`config.mk`:
```
export PLATFORM = sky130hd
export DESIGN_NAME = fifo_gen_flow_flat
export DESIGN_NICKNAME = d
export VERILOG_FILES = /design/src/rtl/fifo_gen_pkg.sv /design/src/rtl/fifo_gen_flow_if.sv /design/src/rtl/fifo_ptr_mod.sv /design/src/rtl/fifo_gen_flow.sv /design/src/flat_wrapper.sv
export SDC_FILE = /design/constraint.sdc
export NUM_CORES = 1
export LEC_CHECK = 0
export ABC_AREA = 1
export CAP_MARGIN = 15
export CORE_MARGIN = 2
export CORE_UTILIZATION = 30
export CTS_BUF_LIST = sky130_fd_sc_hd__clkbuf_2 sky130_fd_sc_hd__clkbuf_4 sky130_fd_sc_hd__clkbuf_8
export CTS_CLUSTER_DIAMETER = 150
export DETAILED_ROUTE_END_ITERATION = 10
export GPL_TIMING_DRIVEN = 0
export PLACE_DENSITY = 0.51
export SLEW_MARGIN = 20
export SYNTH_ARGS = -nofsm -noshare
export SYNTH_HDL_FRONTEND = slang
export SYNTH_SLANG_ARGS = --single-unit
```
`constraint.sdc`:
```
create_clock -name clk -period 1.8 [get_ports clk]
set_input_delay 0.27 -clock clk [delete_from_list [all_inputs] [get_ports clk]]
set_output_delay 0.27 -clock clk [all_outputs]
set_load 0.03 [all_outputs]
```
`src/rtl/fifo_gen_pkg.sv`:
```
// Shared helpers for the generic FIFO: width derivations, modular pointer increment
// and the per-cycle transfer decode.
package fifo_gen_pkg;

    function automatic int unsigned cw_of(input int unsigned depth);
        return $clog2(depth + 1);
    endfunction

    function automatic int unsigned pw_of(input int unsigned depth);
        return (depth < 2) ? 1 : $clog2(depth);
    endfunction

    // Wraps at depth-1 explicitly so non-power-of-two depths work.
    function automatic logic [31:0] ptr_inc(input logic [31:0] ptr, input int unsigned depth);
        return (ptr == 32'(depth - 1)) ? 32'd0 : ptr + 32'd1;
    endfunction

    typedef struct packed {
        logic push;
        logic pop;
        logic bypass;
    } xfer_t;

endpackage

```
`src/rtl/fifo_gen_flow_if.sv`:
```
// Valid/ready stream plus status bundle for fifo_gen_flow.
interface fifo_gen_flow_if
    import fifo_gen_pkg::*;
#(
    parameter int unsigned WIDTH = 4,
    parameter int unsigned DEPTH = 4
);
    localparam int unsigned CW = cw_of(DEPTH);

    logic             flush;
    logic             in_val;
    logic             in_rdy;
    logic [WIDTH-1:0] in_data;
    logic             out_val;
    logic             out_rdy;
    logic [WIDTH-1:0] out_data;
    logic [CW-1:0]    count;
    logic             almost_full;
    logic             almost_empty;

    modport master (
        output flush, in_val, in_data, out_rdy,
        input  in_rdy, out_val, out_data, count, almost_full, almost_empty
    );

    modport slave (
        input  flush, in_val, in_data, out_rdy,
        output in_rdy, out_val, out_data, count, almost_full, almost_empty
    );
endinterface

```
`src/rtl/fifo_ptr_mod.sv`:
```
// Modulo-DEPTH pointer with enable and synchronous clear; clear wins over enable.
module fifo_ptr_mod
    import fifo_gen_pkg::*;
#(
    parameter int unsigned DEPTH = 4,
    parameter int unsigned PW    = pw_of(DEPTH)
) (
    input  logic          clk,
    input  logic          rst_n,
    input  logic          clr_i,
    input  logic          en_i,
    output logic [PW-1:0] ptr_o
);
    logic [PW-1:0] ptr_q, ptr_d;

    always_comb begin
        ptr_d = ptr_q;
        if (clr_i) begin
            ptr_d = '0;
        end else if (en_i) begin
            ptr_d = PW'(ptr_inc(32'(ptr_q), DEPTH));
        end
    end

    always_ff @(posedge clk or negedge rst_n) begin
        if (!rst_n) begin
            ptr_q <= '0;
        end else begin
            ptr_q <= ptr_d;
        end
    end

    assign ptr_o = ptr_q;
endmodule

```
`src/rtl/fifo_gen_flow.sv`:
```
// Parametrised valid/ready FIFO with occupancy count, almost-full/empty flags,
// synchronous flush and optional fall-through when empty.
module fifo_gen_flow
    import fifo_gen_pkg::*;
#(
    parameter int unsigned WIDTH     = 4,
    parameter int unsigned DEPTH     = 4,
    parameter int unsigned AF_THRESH = DEPTH - 1,
    parameter int unsigned AE_THRESH = 1,
    parameter bit          FALLTHRU  = 1'b0
) (
    input logic            clk,
    input logic            rst_n,
    fifo_gen_flow_if.slave bus
);
    localparam int unsigned CW = cw_of(DEPTH);
    localparam int unsigned PW = pw_of(DEPTH);

    logic [CW-1:0]    count_q, count_d;
    logic [PW-1:0]    wr_ptr, rd_ptr;
    logic [WIDTH-1:0] mem_q [DEPTH];
    logic             empty, full, ft_active, wr_en, rd_en;
    xfer_t            xfer;

    assign empty = (count_q == '0);
    assign full  = (count_q == CW'(DEPTH));

    // Fall-through only while empty; flush suppresses it like any other output.
    assign ft_active = FALLTHRU && empty && bus.in_val && !bus.flush;

    assign bus.in_rdy  = !full;
    assign bus.out_val = !bus.flush && (!empty || ft_active);

    assign xfer.push   = bus.in_val && !full && !bus.flush;
    assign xfer.pop    = bus.out_val && bus.out_rdy;
    assign xfer.bypass = ft_active && bus.out_rdy;

    assign wr_en = xfer.push && !xfer.bypass;
    assign rd_en = xfer.pop && !xfer.bypass;

    assign bus.out_data = ft_active ? bus.in_data : mem_q[rd_ptr];

    always_comb begin
        count_d = count_q + CW'(wr_en) - CW'(rd_en);
        if (bus.flush) begin
            count_d = '0;
        end
    end

    always_ff @(posedge clk or negedge rst_n) begin
        if (!rst_n) begin
            count_q <= '0;
        end else begin
            count_q <= count_d;
        end
    end

    always_ff @(posedge clk) begin
        if (wr_en) begin
            mem_q[wr_ptr] <= bus.in_data;
        end
    end

    fifo_ptr_mod #(
        .DEPTH (DEPTH),
        .PW    (PW)
    ) u_wr_ptr (
        .clk   (clk),
        .rst_n (rst_n),
        .clr_i (bus.flush),
        .en_i  (wr_en),
        .ptr_o (wr_ptr)
    );

    fifo_ptr_mod #(
        .DEPTH (DEPTH),
        .PW    (PW)
    ) u_rd_ptr (
        .clk   (clk),
        .rst_n (rst_n),
        .clr_i (bus.flush),
        .en_i  (rd_en),
        .ptr_o (rd_ptr)
    );

    assign bus.count        = count_q;
    assign bus.almost_full  = (count_q >= CW'(AF_THRESH));
    assign bus.almost_empty = (count_q <= CW'(AE_THRESH));
endmodule

```
`src/flat_wrapper.sv`:
```
// flat-port wrapper written by rule: the top's interface ports become plain ports
module fifo_gen_flow_flat import fifo_gen_pkg::*;
#(
    parameter int unsigned WIDTH     = 4,
    parameter int unsigned DEPTH     = 4,
    parameter int unsigned AF_THRESH = DEPTH - 1,
    parameter int unsigned AE_THRESH = 1,
    parameter bit          FALLTHRU  = 1'b0
)
  (clk, rst_n, bus_flush, bus_in_val, bus_in_data, bus_out_rdy, bus_in_rdy, bus_out_val, bus_out_data, bus_count, bus_almost_full, bus_almost_empty);
  fifo_gen_flow_if #(.WIDTH(WIDTH), .DEPTH(DEPTH)) bus_i ();
  input logic clk;
  input logic rst_n;
  input wire logic [$bits(bus_i.flush)-1:0] bus_flush;
  input wire logic [$bits(bus_i.in_val)-1:0] bus_in_val;
  input wire logic [$bits(bus_i.in_data)-1:0] bus_in_data;
  input wire logic [$bits(bus_i.out_rdy)-1:0] bus_out_rdy;
  output wire logic [$bits(bus_i.in_rdy)-1:0] bus_in_rdy;
  output wire logic [$bits(bus_i.out_val)-1:0] bus_out_val;
  output wire logic [$bits(bus_i.out_data)-1:0] bus_out_data;
  output wire logic [$bits(bus_i.count)-1:0] bus_count;
  output wire logic [$bits(bus_i.almost_full)-1:0] bus_almost_full;
  output wire logic [$bits(bus_i.almost_empty)-1:0] bus_almost_empty;
  assign bus_i.flush = bus_flush;
  assign bus_i.in_val = bus_in_val;
  assign bus_i.in_data = bus_in_data;
  assign bus_i.out_rdy = bus_out_rdy;
  assign bus_in_rdy = bus_i.in_rdy;
  assign bus_out_val = bus_i.out_val;
  assign bus_out_data = bus_i.out_data;
  assign bus_count = bus_i.count;
  assign bus_almost_full = bus_i.almost_full;
  assign bus_almost_empty = bus_i.almost_empty;
  fifo_gen_flow #(.WIDTH(WIDTH), .DEPTH(DEPTH), .AF_THRESH(AF_THRESH), .AE_THRESH(AE_THRESH), .FALLTHRU(FALLTHRU)) u_core (.clk(clk), .rst_n(rst_n), .bus(bus_i));
endmodule
```
==> results by group, run 1 <==
Outcome
  • Outcome: finished, violations left
  • Failing checks: setup timing

STA
  • Smallest setup slack after layout: -44.8 ps
  • Highest clock frequency the design can meet: 542 MHz
  • Clk_skew: 1.53 ps
  • Post-route setup TNS: -44.8 ps
  • Worst Max-Slew Pin Slew: 435 ps
  • Period Utilization, post-route: 102%
  • Shortest clock period the worst path allows after layout: 1840 ps
  • Slew HR: 70.9%
  • Setup-violating endpoint count in the final report: 1
  • Setup repair after global routing missed its margin: true
  • Number of endpoints with negative hold slack in the final report: 0
  • Slew Limit Fails: 0

Route
  • Remaining antenna violation count: 0
  • DR WL/cell: 11.3 um
  • DRC violation count after routing: 0
  • Total iterations of the first detailed-routing run: 4
  • Per-cell via count in the routed design: 4.28
  • Number of design-rule violations left by the first detailed-router iteration: 22
  • Via total after detailed routing: 804
  • Post-Route WL: 2.13 mm

Power
  • Leakage component of the power: 0.642 nW
  • Power Dens Cells: 1390 nW/um2
  • Maximum VDD drop: 388 uV

Clock tree
  • Clock input transition at the sequential cells of the worst setup and hold paths: 70 ps
  • Hold-fix buffer count after cts: 0
  • CTS tree: built
  • Clock Tree Root: clkbuf_8
  • Clock Sinks: 23
  • Total CTS buffers: 3
  • Number of buffers on the longest clock path: 2
  • Clock network latency to the later pin of the worst-skew pair: 250 ps
  • Clock H-tree levels: 1

Synthesis
  • Xor/xnor share of the synthesized area: 0%
  • Avg Synthesized Cell Area: 10.8 um2
  • Share of cell area taken by muxes after synthesis: 0%
  • Simple-gate share of the synthesized area: 15.3%
  • Post-synthesis compound-gate area fraction: 9.57%
  • Syn. warnings: 0
  • Number of unique standard cell types used by synthesis: 20
  • Sequential fraction of the synthesis area: 56.3%
  • Post-synthesis share of cell area spent on full adders, half adders and majority gates: 11.4%
  • Number of instances in the synthesized netlist: 108
  • Dominant combinational cell family by area after synthesis: simple AND/OR/NAND/NOR gates
  • Post-synthesis register bit count: 23
  • Synth Cell Area: 1160 um2
  • Syn_nets: 127

GRT
  • GRT Util Overall: 11.4%
  • Vias in the first global route: 800
  • Grt ovf: 0
  • Pin count of the biggest net entering global routing: 14
  • Global-route wire length before repair: 3.80 mm
  • Number of antenna violations at the first check in global routing: 0

Placed design
  • Count of input and output buffers: 19
  • Routability congestion estimate from global placement: 0.725
  • Cell total after placement: 175
  • Half-perimeter wire length of the detailed placement result: 1.62 mm

Floorplan
  • Overall die area: 4390 um2
  • Starting density of the core: 31.5%
  • Core Rows: 22
  • Height of the die: 66.3 um
  • Floorplan core area: 3690 um2
  • Die W: 66.3 um
  • Number of ports placed on the die boundary: 20

Setup path
  • Reg-to-reg slack, setup: -40 ps
  • Classification of the worst setup path: flop to flop
  • Count of cells along the worst register-to-register path: 10
  • CP Data Required Time: 1940 ps
  • Source of the worst register-to-register timing path: u_core.bus.count[2]
  • Worst setup path start: u_core.bus.count[2]
  • Element type at the critical path end: flop
  • Capture instance of the worst register-to-register path: u_core.bus.count[1]
  • Worst-path maximum fanout: 3
  • Startpoint type of the worst setup path: flop
  • Arrival @ worst endpoint: 1990 ps

Min path
  • Hold/Removal Path Class: input port to asynchronous set/reset pin

Cells and area
  • Synth-to-layout area growth: 32.4%
  • Finished Layout Cells: 188
  • Count of antenna diodes in the layout: 0
  • Multi-input gate area in the final layout: 460 um2
  • NumNets Final: 160
  • Most common cell after layout, fill and taps aside: nor2_1
  • Area used by sequential logic in the layout: 661 um2
  • Fraction of final layout cells sized beyond drive strength 1: 31.4%
  • Most frequent cells in the layout: nor2_1 (17), edfxtp_1 (16), inv_1 (12)
  • Fill count: 379

Run
  • Maximum capacitance violations: 0
==> metrics by stage <==
stage	hold slack (ps)	utilization [%]	cell area (um2)	power (mW)	worst slack (ps)
floorplan	-25.6	-	1170	1.37	-143
global placement	565	38.4	1420	1.72	-486
detailed placement	562	38.4	1420	1.73	-516
CTS	280	41.0	1510	2.09	-109
global route	298	41.8	1540	2.29	-106
finish	274	41.8	1540	2.13	-44.8
==> kinds of logic (layout without fill, tap and decap cells) <==
kind of cell	Yosys count	in the layout
AOI/OAI and AO/OA	19	19
adders and majority gates	10	10
buffers and inverters	21	53
DFF	23	23
and+or+nand+nor	35	35
==> synthesized netlist by cell type <==
cell	n	area share, %
a21oi_1	2	0.86
a22o_1	1	0.75
buf_6	1	0.97
dfrtp_1	7	15
edfxtp_1	16	41
fa_1	1	1.7
ha_1	9	9.7
inv_1	18	5.8
inv_2	2	0.65
nand2_1	7	2.3
nand2_2	1	0.54
nand3_1	4	1.7
nand3_2	1	0.86
nand3_4	2	3.0
nand4_1	1	0.54
nor2_1	18	5.8
nor2_2	1	0.54
o21ai_0	10	4.3
o21ai_2	2	1.5
o22ai_1	4	2.2
==> metal layers <==
layer	track usage, %	vias to the layer above	wire length, um
met1	15.6	373	995
met5	0	-	0
met2	18.3	7	1070
met3	1.02	2	31
li1	-	422	-
met4	5.36	0	34
==> flip-flops by register name (all words and copies together), names as in the netlist <==
signal and count:
u_core.u_rd_ptr.ptr_o 2, u_core.bus.count 3, u_core.mem_q 16, u_core.u_wr_ptr.ptr_o 2
==> how the worst max path moves through the flow <==
stage	endpoint	slack, ps	cells past startpoint
floorplan	u_core.bus.count[2]	-140	11
global placement	u_core.bus.count[2]	-490	11
detailed placement	u_core.bus.count[2]	-520	11
CTS	u_core.bus.count[1]	-110	10
global route	u_core.bus.count[1]	-110	10
finish	u_core.bus.count[1]	-40	10
==> final cells by class <==
class,count,share of cell area [%]
Buffer,1,0.731
Clock buffer,3,2.68
Clock inverter,1,0.325
Inverter,20,5.04
Multi-Input combinational cell,64,29.9
Sequential cell,23,42.9
Tap cell,48,3.90
Timing Repair Buffer,28,14.5
==> critical path, stage by stage (launching register included) <==
cell and delay [ps]:
dfrtp_2 440, nor2_4 120, nand2_2 70, nand3_2 80, inv_2 50, ha_4 230, inv_2 60, ha_4 110
inv_2 30, fa_2 510, nor2_2 30
==> power breakdown <==
part	total (mW)	switching (mW)	internal, mW
Clock	0.303	0.149	0.154
Sequential	0.711	0.0696	0.641
Combinational	1.12	0.659	0.462
==> repair_timing <==
item	CTS	global route
resized for setup	18	24
pin swaps	2	4
setup buffers	6	3
setup endpoints to repair	10	8
(Power assumes the default switching activity.)
==> run 2: changes to the inputs <==
--- a/config.mk
+++ b/config.mk
@@ -10,10 +10,11 @@
 export CORE_MARGIN = 2
 export CORE_UTILIZATION = 30
 export CTS_BUF_LIST = sky130_fd_sc_hd__clkbuf_2 sky130_fd_sc_hd__clkbuf_4 sky130_fd_sc_hd__clkbuf_8
-export CTS_CLUSTER_DIAMETER = 150
+export CTS_CLUSTER_DIAMETER = 30
 export DETAILED_ROUTE_END_ITERATION = 10
+export DONT_BUFFER_PORTS = 1
 export GPL_TIMING_DRIVEN = 0
-export PLACE_DENSITY = 0.51
+export PLACE_DENSITY = 0.44
 export SLEW_MARGIN = 20
 export SYNTH_ARGS = -nofsm -noshare
 export SYNTH_HDL_FRONTEND = slang
==> results by group, run 2 (synthesis results as in run 1) <==
Cells and area
  • Fraction of final layout cells sized beyond drive strength 1: 32.5% (was 31.4%)
  • Synth-to-layout area growth: 19.6% (was 32.4%)
  • NumNets Final: 137 (was 160)
  • Number of flip-flops under the largest register name: 16 (unchanged)
  • Most frequent cells in the layout: nor2_1 (16), edfxtp_1 (16), inv_1 (13) (was nor2_1 (17), edfxtp_1 (16), inv_1 (12))
  • Count of antenna diodes in the layout: 0 (unchanged)
  • Register with the most flip-flops: u_core.mem_q (unchanged)
  • Finished Layout Cells: 165 (was 188)

Setup path
  • CP Capture Point: u_core.bus.count[1] (unchanged)
  • Count of cell instances traversed by the critical path: 10 (unchanged)
  • Worst-path maximum fanout: 4 (was 3)
  • Most used cell, CP: inv_2 (unchanged)
  • Cells traversed along the worst timing path: nor2_4, nand2_2, nand3_2, inv_2, ha_4, inv_2, ha_4, inv_2, fa_2, nor2_1 (was nor2_4, nand2_2, nand3_2, inv_2, ha_4, inv_2, ha_4, inv_2, fa_2, nor2_2)
  • Crit-path slowest cell: dfrtp_2 (was fa_2)
  • Worst setup path start: u_core.bus.count[2] (unchanged)
  • Element type at the critical path end: flop (unchanged)
  • Crit path buf inv count: 3 (unchanged)
  • Cell family with the largest share of critical-path delay: adder cells (unchanged)
  • Reg-to-reg slack, setup: -130 ps (was -40 ps)
  • Startpoint type of the worst setup path: flop (unchanged)
  • Arrival @ worst endpoint: 2130 ps (was 1990 ps)
  • Count of cells along the worst register-to-register path: 10 (unchanged)
  • Worst stage delay on the critical path: 520 ps (was 510 ps)
  • Capture instance of the worst register-to-register path: u_core.bus.count[1] (unchanged)
  • Classification of the worst setup path: flop to flop (unchanged)
  • Source of the worst register-to-register timing path: u_core.bus.count[2] (unchanged)
  • CP Data Required Time: 1990 ps (was 1940 ps)

Placed design
  • Routability congestion estimate from global placement: 0.697 (was 0.725)
  • Half-perimeter wire length of the detailed placement result: 1.58 mm (was 1.62 mm)
  • Cell total after placement: 156 (was 175)
  • Count of input and output buffers: 0 (was 19)

Floorplan
  • Core Rows: 22 (unchanged)
  • Number of ports placed on the die boundary: 20 (unchanged)
  • Height of the die: 66.3 um (unchanged)
  • Die W: 66.3 um (unchanged)
  • Starting density of the core: 31.5% (unchanged)
  • Floorplan core area: 3690 um2 (unchanged)
  • Overall die area: 4390 um2 (unchanged)

GRT
  • Pin count of the biggest net entering global routing: 14 (unchanged)
  • Grt ovf: 0 (unchanged)
  • Global-route wire length before repair: 3.65 mm (was 3.80 mm)
  • Number of antenna violations at the first check in global routing: 0 (unchanged)
  • Vias in the first global route: 797 (was 800)
  • GRT Util Overall: 11.3% (was 11.4%)

STA
  • Setup repair after global routing missed its margin: true (unchanged)
  • Number of endpoints with negative hold slack in the final report: 0 (unchanged)
  • Smallest setup slack after layout: -135 ps (was -44.8 ps)
  • Worst Hold Slack: 57.2 ps (was 274 ps)
  • Period Utilization, post-route: 107% (was 102%)
  • Worst Max-Slew Pin Slew: 407 ps (was 435 ps)
  • Setup-violating endpoint count in the final report: 2 (was 1)
  • Highest clock frequency the design can meet: 517 MHz (was 542 MHz)
  • Clk_skew: 3.28 ps (was 1.53 ps)
  • Slew Limit Fails: 0 (unchanged)
  • Shortest clock period the worst path allows after layout: 1930 ps (was 1840 ps)
  • Slew HR: 72.7% (was 70.9%)

Outcome
  • Outcome: finished, violations left (unchanged)
  • Failing checks: setup timing (unchanged)

Clock tree
  • Clock input transition at the sequential cells of the worst setup and hold paths: 80 ps (was 70 ps)
  • Clock H-tree levels: 1 (unchanged)
  • Clock Sinks: 23 (unchanged)
  • CTS tree: built (unchanged)
  • Number of buffers on the longest clock path: 2 (unchanged)
  • Clock Tree Root: clkbuf_8 (unchanged)
  • Clock network latency to the later pin of the worst-skew pair: 260 ps (was 250 ps)
  • Total CTS buffers: 3 (unchanged)

Route
  • Total iterations of the first detailed-routing run: 4 (unchanged)
  • Number of design-rule violations left by the first detailed-router iteration: 29 (was 22)
  • DR WL/cell: 13.5 um (was 11.3 um)
  • Post-Route WL: 2.23 mm (was 2.13 mm)
  • DRC violation count after routing: 0 (unchanged)
  • Via total after detailed routing: 746 (was 804)
  • Remaining antenna violation count: 0 (unchanged)
  • Per-cell via count in the routed design: 4.52 (was 4.28)

Power
  • Maximum VDD drop: 400 uV (was 388 uV)
  • Power Dens Cells: 1430 nW/um2 (was 1390 nW/um2)
  • Leakage component of the power: 0.553 nW (was 0.642 nW)

Run
  • Maximum capacitance violations: 0 (unchanged)

Min path
  • Hold/Removal Path Class: input port to flop (was input port to asynchronous set/reset pin)
run 2: cell types whose count changed in the layout (fill, tap and decap cells not counted), sizes merged:
| cell | change |
|---|---|
| buf | -8 |
| clkbuf | -3 |
| clkdlybuf4s50 | -10 |
| dlygate4sd2 | -3 |
| dlygate4sd3 | +1 |
run 2: area by class of cell:
cell class / count / area [um2]
fill: 385 / 2300
sequential: 23 / 659
multi-input combinational: 64 / 497
inverter: 20 / 77.6
tap: 48 / 60.1
clock buffer: 3 / 41.3
timing repair buffer: 5 / 40.0
buffer: 1 / 11.3
clock inverter: 1 / 5.00
run 2: worst register-to-register path, delay by kind of cell, from the launching register on:
kind          cells  cell delay, ps
flops             1             520
simple gates      4             420
buf+inv           3             120
fa+ha+maj         3             800
run 2: per-stage QoR:
step	utilization [%]	worst slack, ps	area (um2)	power (mW)	TNS [ps]
6_report	37.7	-135	1390	1.99	-241
4_1_cts	36.8	-163	1360	1.93	-315
5_1_grt	37.7	-224	1390	2.14	-484
3_5_place_dp	33.3	-252	1230	1.49	-462
2_1_floorplan	-	-143	1170	1.37	-251
3_3_place_gp	33.3	-251	1230	1.48	-448
run 2: per-layer routing:
metal	global-route usage, %	vias to the layer above	wire (um)
met5	0	-	0
li1	-	378	-
met2	18.4	7	1140
met3	2.73	2	93
met1	14.0	359	978
met4	5.36	0	23
run 2: how the worst min path moves through the flow:
stage,slack [ps],to,start,depth (start not counted)
2_1_floorplan,-30,u_core.bus.count[0],rst_n,0
3_3_place_gp,-30,u_core.u_wr_ptr.ptr_o[0],rst_n,0
3_5_place_dp,-30,u_core.u_wr_ptr.ptr_o[0],rst_n,0
4_1_cts,50,u_core.bus.count[1],bus_flush,1
5_1_grt,50,u_core.bus.count[1],bus_flush,1
6_report,60,u_core.bus.count[1],bus_flush,1
run 2: where the power goes:
part | switching [mW] | internal [mW] | total, mW
logic | 0.576 | 0.316 | 0.892
registers | 0.139 | 0.640 | 0.779
clock network | 0.164 | 0.154 | 0.319
run 2: timing repair:
action,in CTS,in global routing
hold endpoints to repair,7,0
cloned,0,0
endpoints found under the setup margin,7,8
gates resized for setup,14,7
pin swaps,6,6
hold buffers,1,0
buffers inserted,2,2
==> run 3: changes to the inputs <==
--- a/config.mk
+++ b/config.mk
@@ -6,6 +6,7 @@
 export NUM_CORES = 1
 export LEC_CHECK = 0
 export ABC_AREA = 1
+export ABC_CLOCK_PERIOD_IN_PS = 1900
 export CAP_MARGIN = 15
 export CORE_MARGIN = 2
 export CORE_UTILIZATION = 30
@@ -14,8 +15,9 @@
 export DETAILED_ROUTE_END_ITERATION = 10
 export DONT_BUFFER_PORTS = 1
 export GPL_TIMING_DRIVEN = 0
-export PLACE_DENSITY = 0.44
+export PLACE_DENSITY = 0.43
 export SLEW_MARGIN = 20
 export SYNTH_ARGS = -nofsm -noshare
 export SYNTH_HDL_FRONTEND = slang
 export SYNTH_SLANG_ARGS = --single-unit
+export TNS_END_PERCENT = 20
==> constraint.sdc (replaced) <==
create_clock -name clk -period 1.9 [get_ports clk]
set_input_delay 0.285 -clock clk [delete_from_list [all_inputs] [get_ports clk]]
set_output_delay 0.285 -clock clk [all_outputs]
set_load 0.03 [all_outputs]
==> results by group, run 3 (synthesis results as in run 1) <==
Cells and area
  • Area used by sequential logic in the layout: 659 um2 (unchanged)
  • Final Core Density: 38.7% (was 37.7%)
  • Register with the most flip-flops: u_core.mem_q (unchanged)
  • Fill count: 377 (was 385)
  • NumNets Final: 142 (was 137)
  • Most common cell after layout, fill and taps aside: nor2_1
  • Number of flip-flops under the largest register name: 16 (unchanged)
  • Synth-to-layout area growth: 22.7% (was 19.6%)
  • Final instance area: 1430 um2 (was 1390 um2)
  • Multi-input gate area in the final layout: 485 um2 (was 497 um2)
  • Most frequent cells in the layout: nor2_1 (18), edfxtp_1 (16), inv_1 (14) (was nor2_1 (16), edfxtp_1 (16), inv_1 (13))
  • Fraction of final layout cells sized beyond drive strength 1: 32.0% (was 32.5%)
  • Count of antenna diodes in the layout: 0 (unchanged)

Power
  • Switching part of the total power: 43.2% (was 44.2%)
  • Internal: 1.08 mW (was 1.11 mW)
  • Maximum VDD drop: 384 uV (was 400 uV)
  • Portion of total power attributed to sequential cells: 38.9% (was 39.2%)
  • Clock power frac: 16.0% (about the same)
  • Switch Pwr: 0.825 mW (was 0.880 mW)
  • Leakage component of the power: 0.577 nW (was 0.553 nW)
  • Total design power: 1.91 mW (was 1.99 mW)
  • Gate power share: 45.1% (was 44.8%)
  • Power Dens Cells: 1340 nW/um2 (was 1430 nW/um2)

Setup path
  • Startpoint type of the worst setup path: flop (unchanged)
  • Worst-path maximum fanout: 6 (was 4)
  • Arrival @ worst endpoint: 2100 ps (was 2130 ps)
  • Element type at the critical path end: flop (unchanged)
  • Classification of the worst setup path: flop to flop (unchanged)
  • CP Data Required Time: 2060 ps (was 1990 ps)
  • Reg-to-reg slack, setup: -40 ps (was -130 ps)

Route
  • Total iterations of the first detailed-routing run: 4 (unchanged)
  • Via total after detailed routing: 766 (was 746)
  • Per-cell via count in the routed design: 4.51 (was 4.52)
  • DRC violation count after routing: 0 (unchanged)
  • Post-Route WL: 2.38 mm (was 2.23 mm)
  • Number of design-rule violations left by the first detailed-router iteration: 47 (was 29)
  • Remaining antenna violation count: 0 (unchanged)
  • DR WL/cell: 14.0 um (was 13.5 um)

Clock tree
  • Total CTS buffers: 3 (unchanged)
  • Clock Sinks: 23 (unchanged)
  • Number of buffers on the longest clock path: 2 (unchanged)
  • CTS tree: built (unchanged)
  • Clock H-tree levels: 1 (unchanged)
  • Clock input transition at the sequential cells of the worst setup and hold paths: 80 ps (about the same)
  • Clock Tree Root: clkbuf_8 (unchanged)
  • Clock network latency to the later pin of the worst-skew pair: 260 ps (about the same)

GRT
  • Pin count of the biggest net entering global routing: 13 (was 14)
  • GRT Util Overall: 11.9% (was 11.3%)
  • Global-route wire length before repair: 3.82 mm (was 3.65 mm)
  • Vias in the first global route: 755 (was 797)
  • Number of antenna violations at the first check in global routing: 0 (unchanged)
  • Grt ovf: 0 (unchanged)

Placed design
  • Count of input and output buffers: 0 (unchanged)
  • Half-perimeter wire length of the detailed placement result: 1.61 mm (was 1.58 mm)
  • Placed instance area: 1230 um2 (unchanged)
  • Routability congestion estimate from global placement: 0.686 (was 0.697)

Floorplan
  • Floorplan core area: 3690 um2 (unchanged)
  • Overall die area: 4390 um2 (unchanged)
  • Core Rows: 22 (unchanged)
  • Die W: 66.3 um (unchanged)
  • Starting density of the core: 31.5% (unchanged)
  • Height of the die: 66.3 um (unchanged)
  • Number of ports placed on the die boundary: 20 (unchanged)

Run
  • Maximum capacitance violations: 0 (unchanged)

STA
  • Slew Limit Fails: 0 (unchanged)
  • Smallest setup slack after layout: -36.5 ps (was -135 ps)
  • Highest clock frequency the design can meet: 516 MHz (was 517 MHz)
  • Setup repair after global routing missed its margin: true (unchanged)
  • Period Utilization, post-route: 102% (was 107%)
  • Slew HR: 56.1% (was 72.7%)
  • Worst Max-Slew Pin Slew: 669 ps (was 407 ps)
  • Shortest clock period the worst path allows after layout: 1940 ps (was 1930 ps)
  • Number of endpoints with negative hold slack in the final report: 0 (unchanged)
  • Clk_skew: 4.04 ps (was 3.28 ps)
  • Setup-violating endpoint count in the final report: 2 (unchanged)

Outcome
  • Failing checks: setup timing (unchanged)
  • Outcome: finished, violations left (unchanged)

Min path
  • Hold/Removal Path Class: input port to flop (unchanged)
[run 3: worst paths after layout]
| path | from | end | depth (start not counted) |
|---|---|---|---|
| setup / recovery | u_core.bus.count[1] | u_core.bus.count[1] | 10 |
| hold / removal | bus_flush | u_core.bus.count[1] | 1 |
| setup reg to reg | u_core.bus.count[1] | u_core.bus.count[1] | 10 |
| hold reg to reg | u_core.u_wr_ptr.ptr_o[0] | u_core.u_wr_ptr.ptr_o[0] | 2 |
| max in group asynchronous | rst_n | u_core.bus.count[0] | 1 |
| min in group asynchronous | rst_n | u_core.u_rd_ptr.ptr_o[0] | 1 |
[run 3: timing repair]
action                                  CTS  global route
pin swaps                                 6             5
endpoints found under the hold margin     7             0
resized for setup                         9             9
setup buffers                            10             0
hold buffers                              1             0
endpoints found under the setup margin    2             9
[run 3: power by group through the flow]
stage          clock network (mW)  logic (mW)  registers [mW]
2_1_floorplan                   0       0.573           0.722
3_3_place_gp                    0       0.665           0.740
3_5_place_dp                    0       0.677           0.745
4_1_cts                     0.319       0.820           0.740
5_1_grt                     0.337       0.957           0.755
6_report                    0.306       0.861           0.742
[run 3: through the flow]
stage	setup WS [ps]	setup TNS (ps)	instances	hold WS (ps)
2_1_floorplan	-42.8	-50.7	108	-10.6
3_3_place_gp	-146	-243	156	-10.4
3_5_place_dp	-191	-331	156	-10.3
4_1_cts	-97.2	-261	171	69.9
5_1_grt	-118	-234	170	63.1
6_report	-36.5	-41.8	170	75.8
[run 3: final cells by class]
type	instances	area share, %
Timing Repair Buffer	10	5.96
Inverter	20	5.43
Sequential cell	23	46.2
Tap cell	48	4.21
Multi-Input combinational cell	64	34.0
Clock buffer	4	3.42
Buffer	1	0.789
[run 3: routing by layer]
| metal | track usage [%] | part of all wire (%) | vias up |
|---|---|---|---|
| met3 | 4.26 | 4.7 | 0 |
| met1 | 15.8 | 45 | 365 |
| met5 | 0 | 0 | - |
| li1 | - | - | 388 |
| met2 | 19.1 | 51 | 13 |
| met4 | 1.53 | 0 | 0 |
[run 3: critical path, stage by stage, from the launching register on]
cell and delay (ps):
dfrtp_2 540, nor2_4 140, nand2_2 70, nand3_2 80, inv_2 50, ha_4 210, inv_2 60, ha_4 120
inv_2 30, fa_2 510, nor2_1 40
